$ cat src/rtl/regfile_wr_arbiter.sv
// Single write-port arbiter for the 32x32 register file: post-reset clear sweep,
// writeback priority, buffered UART writes with starvation guard. Optional REGARB_WRCOUNT_EN.
module regfile_wr_arbiter #(
  parameter int          INIT_CLEAR = 1,
  parameter logic [31:0] INIT_VALUE = 32'h0000_0000,
  parameter int          STARVE_MAX = 8
) (
  input  logic        clk_o,
  input  logic        rst_n,
  input  logic        wb_wr_i,
  input  logic [4:0]  wb_waddr_i,
  input  logic [31:0] wb_wdata_i,
  input  logic        uart_req_valid_i,
  output logic        uart_req_ready_o,
  input  logic [4:0]  uart_waddr_i,
  input  logic [31:0] uart_wdata_i,
  output logic        uart_ack_o,
  output logic        stall_o,
  output logic        init_done_o,
`ifdef REGARB_WRCOUNT_EN
  output logic [15:0] wrcount_o,
`endif
  output logic        rf_wr_o,
  output logic [4:0]  rf_waddr_o,
  output logic [31:0] rf_wdata_o
);

  typedef enum logic [1:0] {ST_INIT, ST_RUN, ST_FORCE} state_t;

  typedef struct packed {
    logic [4:0]  addr;
    logic [31:0] data;
  } wr_req_t;

  localparam logic [7:0] STARVE_LIM = 8'(STARVE_MAX);

  state_t     state;
  logic [4:0] init_ptr;
  logic       buf_vld;
  wr_req_t    buf_q;
  logic [7:0] starve_cnt;
  logic       wb_hit;
  logic       drain;

  // Writeback to x0 is not a real write and leaves the slot to UART.
  assign wb_hit           = wb_wr_i && (wb_waddr_i != 5'd0);
  assign drain            = (state == ST_FORCE) || (state == ST_RUN && !wb_hit && buf_vld);
  assign uart_req_ready_o = !buf_vld && (state != ST_INIT);

  always_ff @(posedge clk_o or negedge rst_n) begin
    if (!rst_n) begin
      state       <= (INIT_CLEAR != 0) ? ST_INIT : ST_RUN;
      init_ptr    <= 5'd1;
      buf_vld     <= 1'b0;
      buf_q       <= '0;
      starve_cnt  <= 8'd0;
      rf_wr_o     <= 1'b0;
      rf_waddr_o  <= 5'd0;
      rf_wdata_o  <= 32'd0;
      uart_ack_o  <= 1'b0;
      stall_o     <= (INIT_CLEAR != 0);
      init_done_o <= (INIT_CLEAR == 0);
    end else begin
      uart_ack_o <= 1'b0;
      if (uart_req_valid_i && uart_req_ready_o) begin
        buf_vld    <= 1'b1;
        buf_q.addr <= uart_waddr_i;
        buf_q.data <= uart_wdata_i;
      end
      if (drain) begin
        // A buffered write to x0 is dropped but still acknowledged.
        rf_wr_o    <= (buf_q.addr != 5'd0);
        rf_waddr_o <= buf_q.addr;
        rf_wdata_o <= buf_q.data;
        buf_vld    <= 1'b0;
        uart_ack_o <= 1'b1;
        starve_cnt <= 8'd0;
      end
      case (state)
        ST_INIT: begin
          rf_wr_o    <= 1'b1;
          rf_waddr_o <= init_ptr;
          rf_wdata_o <= INIT_VALUE;
          init_ptr   <= init_ptr + 5'd1;
          if (init_ptr == 5'd31) begin
            state       <= ST_RUN;
            init_done_o <= 1'b1;
            stall_o     <= 1'b0;
          end
        end
        ST_RUN: begin
          if (wb_hit) begin
            rf_wr_o    <= 1'b1;
            rf_waddr_o <= wb_waddr_i;
            rf_wdata_o <= wb_wdata_i;
            if (buf_vld) begin
              starve_cnt <= starve_cnt + 8'd1;
              if (starve_cnt + 8'd1 == STARVE_LIM) begin
                state   <= ST_FORCE;
                stall_o <= 1'b1;
              end
            end
          end else if (!buf_vld) begin
            rf_wr_o <= 1'b0;
          end
        end
        ST_FORCE: begin
          stall_o <= 1'b0;
          state   <= ST_RUN;
        end
        default: state <= ST_RUN;
      endcase
    end
  end

`ifdef REGARB_WRCOUNT_EN
  // Counts only UART writes that reach the register file; saturates.
  always_ff @(posedge clk_o or negedge rst_n) begin
    if (!rst_n)
      wrcount_o <= 16'd0;
    else if (drain && buf_q.addr != 5'd0 && wrcount_o != 16'hFFFF)
      wrcount_o <= wrcount_o + 16'd1;
  end
`endif

endmodule

$ cat config.mk
export PLATFORM = sky130hd
export DESIGN_NAME = regfile_wr_arbiter
export DESIGN_NICKNAME = d
export VERILOG_FILES = /design/src/rtl/regfile_wr_arbiter.sv
export SDC_FILE = /design/constraint.sdc
export NUM_CORES = 1
export LEC_CHECK = 0
export ABC_AREA = 1
export CAP_MARGIN = 5
export CORE_UTILIZATION = 45
export DETAILED_ROUTE_END_ITERATION = 6
export PLACE_DENSITY = 0.75
export SETUP_SLACK_MARGIN = 0.3
export SKIP_LAST_GASP = 1
export SYNTH_ARGS = -nofsm -noshare
export SYNTH_HDL_FRONTEND = slang
export SYNTH_SLANG_ARGS = --single-unit
$ cat constraint.sdc
create_clock -name clk_o -period 4.3 [get_ports clk_o]
set_input_delay 0.86 -clock clk_o [delete_from_list [all_inputs] [get_ports clk_o]]
set_output_delay 0.86 -clock clk_o [all_outputs]
set_load 0.01 [all_outputs]
==> flow_metrics.py <==
metrics = {
    "sta": {
        "timing.setup.tns_ps": 0,
        "final-max-slew-violation-count": 0,
        "worst-slew-pin-transition_ps": 920,
        "fin_skew_ps": 10.4,
        "relSlewSlack": 0.384,
        "final_min_period_over_clock_period": 0.673,
        "finalWorstPathRequiredPeriod_ps": 2890,
        "final-setup-viol-count": 0,
        "final-hold-violation-count": 0,
        "clock.fmax_ghz": 0.346,
        "rsz0062_at_grt": "false",
    },
    "layout": {
        "mostFrequentLayoutCell": "sky130_fd_sc_hd__clkdlybuf4s50_1",
        "fin_cells": 638,
        "post_route_cells_drive_above_1_share": 0.121,
        "diodes": 0,
        "layout-area-overhead-vs-synth_pct": 34.2,
        "finalNetCount": 607,
        "layout_common_cells": "sky130_fd_sc_hd__clkdlybuf4s50_1 (118), sky130_fd_sc_hd__nand2_1 (96), sky130_fd_sc_hd__dfrtp_1 (92)",
    },
    "worst_setup_path": {
        "cp.arrival_ps": 2030,
        "crit_path_end_kind": "output pin",
        "timing.critical_path.required_ps": 3440,
        "critical_path.max_fanout": 12,
        "critPathLaunchType": "register",
        "crit_type": "register to output pin",
    },
    "synthesis": {
        "syn_area_um2": 4210,
        "yosysUniqueCellTypes": 31,
        "synth.ff_latch_count": 94,
        "postSynthCellCount": 410,
        "synth_seq_area_share": 0.559,
        "async_reset_ff_frac": 1.00,
        "mappedNetlistNets": 492,
        "syn_area_per_cell_um2": 10.3,
        "synth.yosys.warnings": 0,
        "synth-edff-count": 0,
        "synthFlopType": "sky130_fd_sc_hd__dfrtp_1",
    },
    "route": {
        "initialDrtViolationCount": 127,
        "detail_route.drc_violations": 0,
        "avgViaCountPerCell": 5.22,
        "detailed_route_wire_length_um": 10200,
        "firstDrtPassIters": 4,
        "ant_nets": 0,
        "routed_wire_length_per_instance_um": 15.9,
        "via_count": 3331,
    },
    "floorplanning": {
        "die_y_um": 98.8,
        "die-width_um": 98.8,
        "boundaryPins": 120,
        "core_footprint_um2": 8890,
        "floorplan.initialDensity": 0.474,
        "std_cell_rows": 34,
        "fp.dieArea_um2": 9750,
    },
    "clock_tree": {
        "worst_setup_hold_path_clk_slew_ps": 80,
        "htree_num_levels": 3,
        "cts.path.max_buffers": 2,
        "post_cts_hold_buffer_count": 0,
        "cts_repair_resize_count": 0,
        "cts-root-buf": "sky130_fd_sc_hd__clkbuf_8",
        "cts_made_buffers": 9,
        "cts_tree": "yes",
        "post_cts_buffers": 0,
        "worst_skew_pair.late_latency_ps": 360,
        "sink_count_of_the_clock_tree": 94,
    },
    "place": {
        "placedCellCount": 622,
        "placement.io_buffers": 119,
        "gp_congestion": 0.841,
        "detailedPlacementHpwl_um": 7150,
    },
    "grt": {
        "grt_first_pass_wirelength_um": 16600,
        "antenna_violations_before_repair": 0,
        "grt_use_total": 0.223,
        "largest_net_degree_at_the_start_of_global_routing": 64,
        "grt.overflow.total": 0,
        "grt_pass1_vias": 3383,
    },
    "pwr": {
        "pwr-share-clk": 0.169,
        "p_sw_frac": 0.350,
        "power.share.sequential": 0.424,
        "leakage_nw": 2.55,
        "pwr_density_cell_nw_per_um2": 629,
        "power.ir.vdd_worst_mv": 0.323,
        "design_power_total_w": 0.00355,
        "net-switching-power_w": 0.00125,
        "intPower_w": 0.00231,
        "p_comb_frac": 0.407,
    },
    "status": {
        "status": "finished, final reports clean",
    },
    "worst_hold_path": {
        "holdCritPathClass": "register to register",
    },
    "job": {
        "timing.max_cap.violations": 0,
    },
}
## kinds of logic after synthesis
| kind of cell | synth area share |
|---|---|
| adders and majority gates | 0.0119 |
| muxes | 0.123 |
| DFF | 0.559 |
| buffers and inverters | 0.0460 |
| AOI/OAI and AO/OA | 0.106 |
| xor gates and xnor gates | 0.00832 |
| and+or+nand+nor | 0.146 |
## per-stage QoR
stage / setup slack, ps / utilization / hold slack (ps) / area [um2]
finish: 1410 / 0.636 / 465 / 5650
global route: 1310 / 0.636 / 470 / 5650
CTS: 1400 / 0.636 / 467 / 5650
detailed placement: 1330 / 0.613 / 453 / 5450
global placement: 1430 / 0.613 / 443 / 5450
floorplan: 2440 / - / 465 / 4210
## sequential cells by signal, summed over array words and instances (netlist names)
signal and count:
init_ptr 5, buf_q 37, rf_wdata_o 32, init_done_o 1, rf_waddr_o 5, starve_cnt 8, rf_wr_o 1, uart_ack_o 1
state 2, buf_vld 1, stall_o 1
## path summary, 6_finish.rpt
check / start / end / slack, ps / cells after the start
worst min-delay path: stall_o / stall_o / 460 / 2
worst max register to register: state[1] / buf_q[18] / 1880 / 4
max in group asynchronous: rst_n / init_ptr[0] / 2760 / 2
worst max-delay path: state[1] / uart_req_ready_o / 1410 / 3
min in group asynchronous: rst_n / buf_q[9] / 570 / 1
worst min register to register: stall_o / stall_o / 460 / 2
## power groups by stage
stage | clock, W | combinational, W | sequential [W]
after floorplan | 0 | 0.000815 | 0.00153
after global placement | 0 | 0.00141 | 0.00151
after detailed placement | 0 | 0.00146 | 0.00152
after CTS | 0.000611 | 0.00146 | 0.00151
after global routing | 0.000649 | 0.00159 | 0.00156
final | 0.000600 | 0.00145 | 0.00151
## layer usage
metal	part of all wire	track usage
met4	0.017	0.0873
met3	0.056	0.0596
met5	0	0
met1	0.43	0.281
met2	0.50	0.367
## critical path, stage by stage (launching register included)
cell and delay (ps):
sky130_fd_sc_hd__dfrtp_1 510, sky130_fd_sc_hd__nor2_2 540, sky130_fd_sc_hd__nor2_2 120, sky130_fd_sc_hd__clkdlybuf4s50_1 510
## layout make-up
class                      count  area (um2)
clock inverter                 3        42.5
fill                         720        3240
clock buffer                  13         159
tap                          108         135
multi-input combinational    275        1670
inverter                      24        90.1
timing repair buffer         121        1200
sequential                    94        2350
## synthesized netlist by cell type (all sizes together) (6+ instances only)
| library cell | n | area [um2] |
|---|---|---|
| o21ai | 38 | 201 |
| a21oi | 17 | 96.4 |
| inv | 24 | 90.1 |
| nor2 | 26 | 129 |
| buf | 16 | 100 |
| a21o | 15 | 113 |
| nand4 | 6 | 37.5 |
| nand3 | 13 | 65.1 |
| nand2 | 97 | 364 |
| dfrtp | 92 | 2300 |
| mux2 | 37 | 417 |
| mux2i | 10 | 100 |
(Power assumes the default switching activity.)
